### src/rtl/instr_fetch_queue.sv
// Show-ahead prefetch FIFO of {instruction, PC} between Fetch and Decode.
// The head entry drives the Decode outputs; an empty queue presents a NOP bubble.
module instr_fetch_queue #(
    parameter  int WIDTH  = 32,
    parameter  int DEPTH  = 4,
    localparam int ADDR_W = $clog2(DEPTH)
) (
    input  logic              clk,
    input  logic              rst,
    input  logic              flush_i,
    input  logic              push_valid_i,
    output logic              push_ready_o,
    input  logic [WIDTH-1:0]  push_instr_i,
    input  logic [WIDTH-1:0]  push_pc_i,
    input  logic              pop_ready_i,
    output logic              pop_valid_o,
    output logic [WIDTH-1:0]  InstrD,
    output logic [WIDTH-1:0]  PCD,
    output logic [WIDTH-1:0]  PCplus4D,
    output logic [ADDR_W:0]   count_o
);

    localparam logic [WIDTH-1:0]  NOP_INSTR = WIDTH'(32'h0000_0013);
    localparam logic [ADDR_W:0]   FULL_CNT  = (ADDR_W+1)'(DEPTH);

    logic [2*WIDTH-1:0] mem [DEPTH];
    logic [ADDR_W-1:0]  wr_ptr;
    logic [ADDR_W-1:0]  rd_ptr;
    logic [ADDR_W:0]    count_r;
    logic               push_fire;
    logic               pop_fire;
    logic [2*WIDTH-1:0] head;

    // Handshake: a transfer happens on a clock edge where valid and ready are
    // both high. Ready/valid here come from registered count only, so neither
    // depends combinationally on the other side's request.
    assign push_ready_o = (count_r != FULL_CNT);
    assign pop_valid_o  = (count_r != '0);
    assign push_fire    = push_valid_i & push_ready_o;
    assign pop_fire     = pop_valid_o & pop_ready_i;
    assign count_o      = count_r;

    always_ff @(posedge clk) begin
        if (rst || flush_i) begin
            wr_ptr  <= '0;
            rd_ptr  <= '0;
            count_r <= '0;
        end else begin
            if (push_fire) wr_ptr <= wr_ptr + 1'b1;
            if (pop_fire)  rd_ptr <= rd_ptr + 1'b1;
            case ({push_fire, pop_fire})
                2'b10:   count_r <= count_r + 1'b1;
                2'b01:   count_r <= count_r - 1'b1;
                default: count_r <= count_r;
            endcase
        end
    end

    // Storage is not reset; stale contents are masked by the empty decode below.
    always_ff @(posedge clk) begin
        if (!rst && !flush_i && push_fire)
            mem[wr_ptr] <= {push_instr_i, push_pc_i};
    end

    always_comb begin
        head     = mem[rd_ptr];
        InstrD   = NOP_INSTR;
        PCD      = '0;
        PCplus4D = '0;
        if (pop_valid_o) begin
            InstrD   = head[2*WIDTH-1:WIDTH];
            PCD      = head[WIDTH-1:0];
            PCplus4D = head[WIDTH-1:0] + WIDTH'(4);
        end
    end

endmodule
### config.mk
export PLATFORM = sky130hd
export DESIGN_NAME = instr_fetch_queue
export DESIGN_NICKNAME = d
export VERILOG_FILES = /design/src/rtl/instr_fetch_queue.sv
export SDC_FILE = /design/constraint.sdc
export NUM_CORES = 1
export LEC_CHECK = 0
export ABC_AREA = 1
export CAP_MARGIN = 40
export CORE_ASPECT_RATIO = 1.2
export CORE_MARGIN = 3
export CORE_UTILIZATION = 50
export CTS_CLUSTER_DIAMETER = 100
export DETAILED_ROUTE_END_ITERATION = 12
export GPL_TIMING_DRIVEN = 0
export PLACE_DENSITY_LB_ADDON = 0.25
export SLEW_MARGIN = 30
export SYNTH_ARGS = -nofsm -noshare
export SYNTH_HDL_FRONTEND = slang
export SYNTH_SLANG_ARGS = --single-unit
### constraint.sdc
create_clock -name clk -period 4.6 [get_ports clk]
set_input_delay 0.92 -clock clk [delete_from_list [all_inputs] [get_ports clk]]
set_output_delay 0.92 -clock clk [all_outputs]
set_load 0.03 [all_outputs]
Yosys cells after proc, flatten, opt, wreduce, memory -nomap -nowiden
Memory sizes are Yosys's and may differ from the RTL's. A register that Yosys moved wholly into a read port is not among the register bits.
Cells that the tools add are included.
{ "totals": {"wordCells": 29, "out_inout_bits": 101, "mem_bits_rw": 256, "inputBits": 69, "n_memories": 1, "reg_bits": 7} }
{ "mem_list": {"columns": ["name", "words", "width", "read_ports", "rd_clocked_by_memory_dff", "write_ports", "line_no", "rtl"], "rows": [
  ["mem", 4, 64, 1, 1, 1, "26", "logic [2*WIDTH-1:0] mem [DEPTH];"]
]} }
{ "classes": {"bitwise": 2, "n_eq_ne": 3, "n_reduce_logical": 7, "addsub": 5, "n_mux": 8} }
{ "op_table": {"columns": ["op", "count"], "rows": [
  ["32-bit 2-to-1 mux", 3],
  ["32-bit by 3-bit adder with 32-bit output, second input constant", 1],
  ["3-bit one-hot mux with 2 select lines", 1],
  ["2-bit by 1-bit adder with 2-bit output, second input constant", 2],
  ["2-bit 2-to-1 mux", 2],
  ["3-bit by 1-bit adder with 3-bit output, second input constant", 1],
  ["3-bit != test, second input constant", 1],
  ["3-bit nonzero test", 1],
  ["3-bit by 1-bit subtractor with 3-bit output, second input constant", 1],
  ["1-bit AND", 2],
  ["2-bit by 1-bit equality test with 1-bit output, second input constant", 1],
  ["2-bit equality test, second input constant", 1],
  ["1-bit logical AND", 2],
  ["1-bit zero test", 2],
  ["1-bit 2-to-1 mux", 2],
  ["2-bit nonzero test", 1],
  ["1-bit logical OR", 1]
]} }

Longest topological paths before layout
{ "logic_depth": {"ltp_word": 5, "mapped_depth": 16, "mapped_depth_nobuf": 14} }

Least setup slack after synthesis
No wires, ideal clock.
{ "synth_timing": {"path_kind": "input-to-reg", "start": "input port flush_i", "end": "memory mem[0][0] in the netlist's numbering (enable)", "path_stages": 3, "t_required_ns": 4.113, "arrival_time_ns": 4.048, "path_slack_ns": 0.065, "path_buffers": 0, "setup_ns": 0.487, "path_cell_list": "nor2_1 > nand3_1 > nor2_1"} }
{ "synth_via": {"elab_chain_cells": 5} }
{ "synth_lines": {"columns": ["element", "line_no", "rtl"], "rows": [
  ["from (decl)", "10", "input logic flush_i,"],
  ["1-bit zero test", "61", "if (!rst && !flush_i && push_fire)"],
  ["1-bit logical AND (2 in series)", "61", null],
  ["1-bit 2-to-1 mux", "61", null],
  ["1-bit 2-to-1 mux (not written as such)", "62", "mem[wr_ptr] <= {push_instr_i, push_pc_i};"],
  ["to (decl)", "26", null]
]} }
No other way between the ends.

==> qor.csv <==
stage;metric;value;unit
status;status;completed;
clock_tree;CTS clk-pin slew, worst paths;0.06;ns
power;maximum VDD drop;0.311;mV
floorplanning;CORE AREA;23400;um^2
floorplanning;io pins;170;
timing;Final Hold Fails;0;
floorplanning;die height;176;um
timing;worst clock skew;0.0235;ns
setup_path;Crit-path slowest cell;clkdlybuf4s50_1;
placement;Port Buffer Count;169;
timing;final setup vio count;0;
clock_tree;postcts setup bufs;0;
synth;Ys Warns;0;
synth;Synth Cell Area;12000;um^2
final_layout;commonest non-fill, non-tap cells in the layout;nand2_1 (350), edfxtp_1 (256), nor2_1 (241);
setup_path;Critical Path AT;3.51;ns
global_route;vias in the first global route;9451;
drt;WL/cell;18.8;um
setup_path;crit start category;flip-flop;
global_route;largest net degree at the start of global routing;20;
setup_path;crit path buf inv count;4;
timing;Fmax;226;MHz
synth;syn_area_per_cell;9.84;um^2
global_route;Global Route Usage Sum;25.1;%
timing;Least-Margin Pin Slew;0.758;ns
synth;synth unique cells;28;
synth;ranking of synthesized cells by area;edfxtp_1 (64%), nand2_1 (11%), nor2_1 (7.7%);
clock_tree;Max clock buf depth;3;
floorplanning;initial core utilization;51.3;%
drt;Residual DRC;0;
synth;Mapped Nets;1297;
drt;total vias in the final route;9485;
global_route;total congestion overflow;0;
clock_tree;clock sink count;265;
setup_path;CP required;3.68;ns
setup_path;Crit Path Class;flip-flop to output port;
final_layout;layout cells sized above 1;7.24;%
drt;initial DRC count;712;
final_layout;Nets;1509;
setup_path;CP cell instances;buf_2, inv_2, clkbuf_1, nand2_1, nand2_1, nand3_1, nor2_4, nand3_1, nand2_1, nand2_1, nor2_1, clkdlybuf4s50_1;
timing;RSZ-0062 raised after global routing;no;
clock_tree;CTS tree;yes;
drt;First-pass DRT Iterations;6;
synth;sequential area share after synthesis;65.5;%
timing;fin crit share;96.4;%
global_route;first-pass GRT wire length;50.7;mm
final_layout;Core Util, Final;65.2;%
timing;Hold Worst Slack;0.490;ns
run;max_cap viols;0;
clock_tree;clock root buffer;clkbuf_16;
timing;slew margin rel.;49.5;%
floorplanning;site row count;61;
drt;vias per inst;5.37;
floorplanning;area of the die;25900;um^2
timing;fin. max-slew vios;0;
drt;Total Wirelength;33.2;mm
power;Static Leak;5.74;nW
final_layout;Antenna Cells;0;
clock_tree;TritonCTS buffer count;25;
clock_tree;H-tree lvl count;1;
drt;Final ANT Viol Nets;0;
setup_path;cell mode on critical path;nand2_1;
final_layout;commonest non-fill, non-tap cell in the layout;nand2_1;
placement;HPWL after detailed placement;23.6;mm
placement;Placer Congestion;0.927;
synth;FF+latch count, synth;265;
power;Power Dens Cells;345;nW/um^2
clock_tree;Clock Latency Late Sink;0.52;ns
setup_path;family with the most delay on the worst path;buffers and inverters;
final_layout;filler instances;1821;
synth;cell count after synthesis;1221;
floorplanning;die width;148;um
setup_path;Crit path largest cell delay;0.70;ns
timing;Final min period;4.43;ns
global_route;initial antenna violation count;3;
synth;Synth top area share;64.0;%
setup_path;CP endpoint kind;output port;
synth;area leader, netlist;edfxtp_1;
min_path;Tightest Hold Check Type;flip-flop to flip-flop;
final_layout;Layout area overhead;27.1;%
setup_path;crit-path max FO;10;
cell usage after synthesis:
| library cell | instances |
|---|---|
| nand2_2 | 6 |
| o311ai_0 | 3 |
| dfxtp_1 | 9 |
| edfxtp_1 | 256 |
| fa_1 | 1 |
| nor2_1 | 245 |
| inv_2 | 1 |
| and2_1 | 1 |
| buf_12 | 1 |
| buf_8 | 2 |
| a21oi_1 | 60 |
| ha_1 | 6 |
| inv_4 | 1 |
| clkbuf_1 | 23 |
| nor3_1 | 8 |
| nand3_1 | 70 |
| nor2_4 | 2 |
| o21ai_0 | 88 |
| buf_4 | 6 |
| nor2_2 | 8 |
| nand2_1 | 350 |
| buf_1 | 6 |
| buf_2 | 19 |
| o211ai_1 | 3 |
| inv_1 | 40 |
| buf_6 | 4 |
| a32o_1 | 1 |
| xor2_1 | 1 |
worst register-to-register path: cells and delay by family (launching register included):
family / cells / cell delay [ns]
simple gates: 3 / 1.12
buf+inv: 4 / 0.73
flops: 1 / 0.40
sequential cells by signal, summed over array words and instances, names as in the netlist, named ones only:
name     flops
mem        256
wr_ptr       2
count_o      3
rd_ptr       2
metal layers:
layer	GRT usage (%)	vias to the layer above	wire (um)	share of wire, %
li1	-	4543	-	-
met1	30.1	4478	12900	39
met2	45.0	392	16700	50
met3	5.01	66	2670	8.0
met4	9.17	6	974	2.9
met5	0	-	34	0.10
timing repair:
item	4_1_cts	5_1_grt
resized for setup	0	5
hold buffers	0	0
setup endpoints to repair	0	10
metrics by stage:
stage	setup slack (ns)	area, um^2	std cells	setup TNS (ns)	total power [mW]
5_1_grt	0.0347	15300	1765	0	5.44
3_3_place_gp	-2.79	14100	1705	-702.61	3.40
3_5_place_dp	0.635	14500	1721	0	3.42
2_1_floorplan	0.0653	12000	1221	0	3.09
6_report	0.166	15300	1765	0	5.26
4_1_cts	0.0519	15300	1765	0	5.28
layout make-up:
| type | count | area (um^2) | share of cell area, % |
|---|---|---|---|
| clock inverters | 15 | 105 | 0.688 |
| clock buffers | 29 | 641 | 4.20 |
| inverters | 42 | 160 | 1.05 |
| plain buffers | 61 | 347 | 2.27 |
| well taps | 315 | 394 | 2.58 |
| repair buffers | 185 | 2080 | 13.6 |
| multi-input cells | 853 | 3680 | 24.1 |
| flip-flops and latches | 265 | 7870 | 51.5 |
worst paths after layout:
kind,startpoint,end,depth (start not counted),slack (ns)
worst max-delay path,flip-flop,PCplus4D[22],12,0.17
worst min-delay path,rd_ptr[0],rd_ptr[0],1,0.49
worst max register to register,count_o[0],mem[1][45],7,2.02
worst min register to register,rd_ptr[0],rd_ptr[0],1,0.49
where the power goes:
| part | internal (mW) | leakage [nW] | switching, mW |
|---|---|---|---|
| Sequential | 2.67 | 2.39 | 0.00836 |
| Combinational | 0.253 | 2.99 | 0.432 |
| Clock | 1.05 | 0.359 | 0.843 |
cells by family after synthesis:
logic type / share of synthesized area, %
compound gates: 6.65
xor+xnor: 0.0729
buf+inv: 4.20
fa+ha+maj: 0.791
simple gates: 22.8
flops: 65.5
No activity file was read; power rests on OpenSTA's default activity.
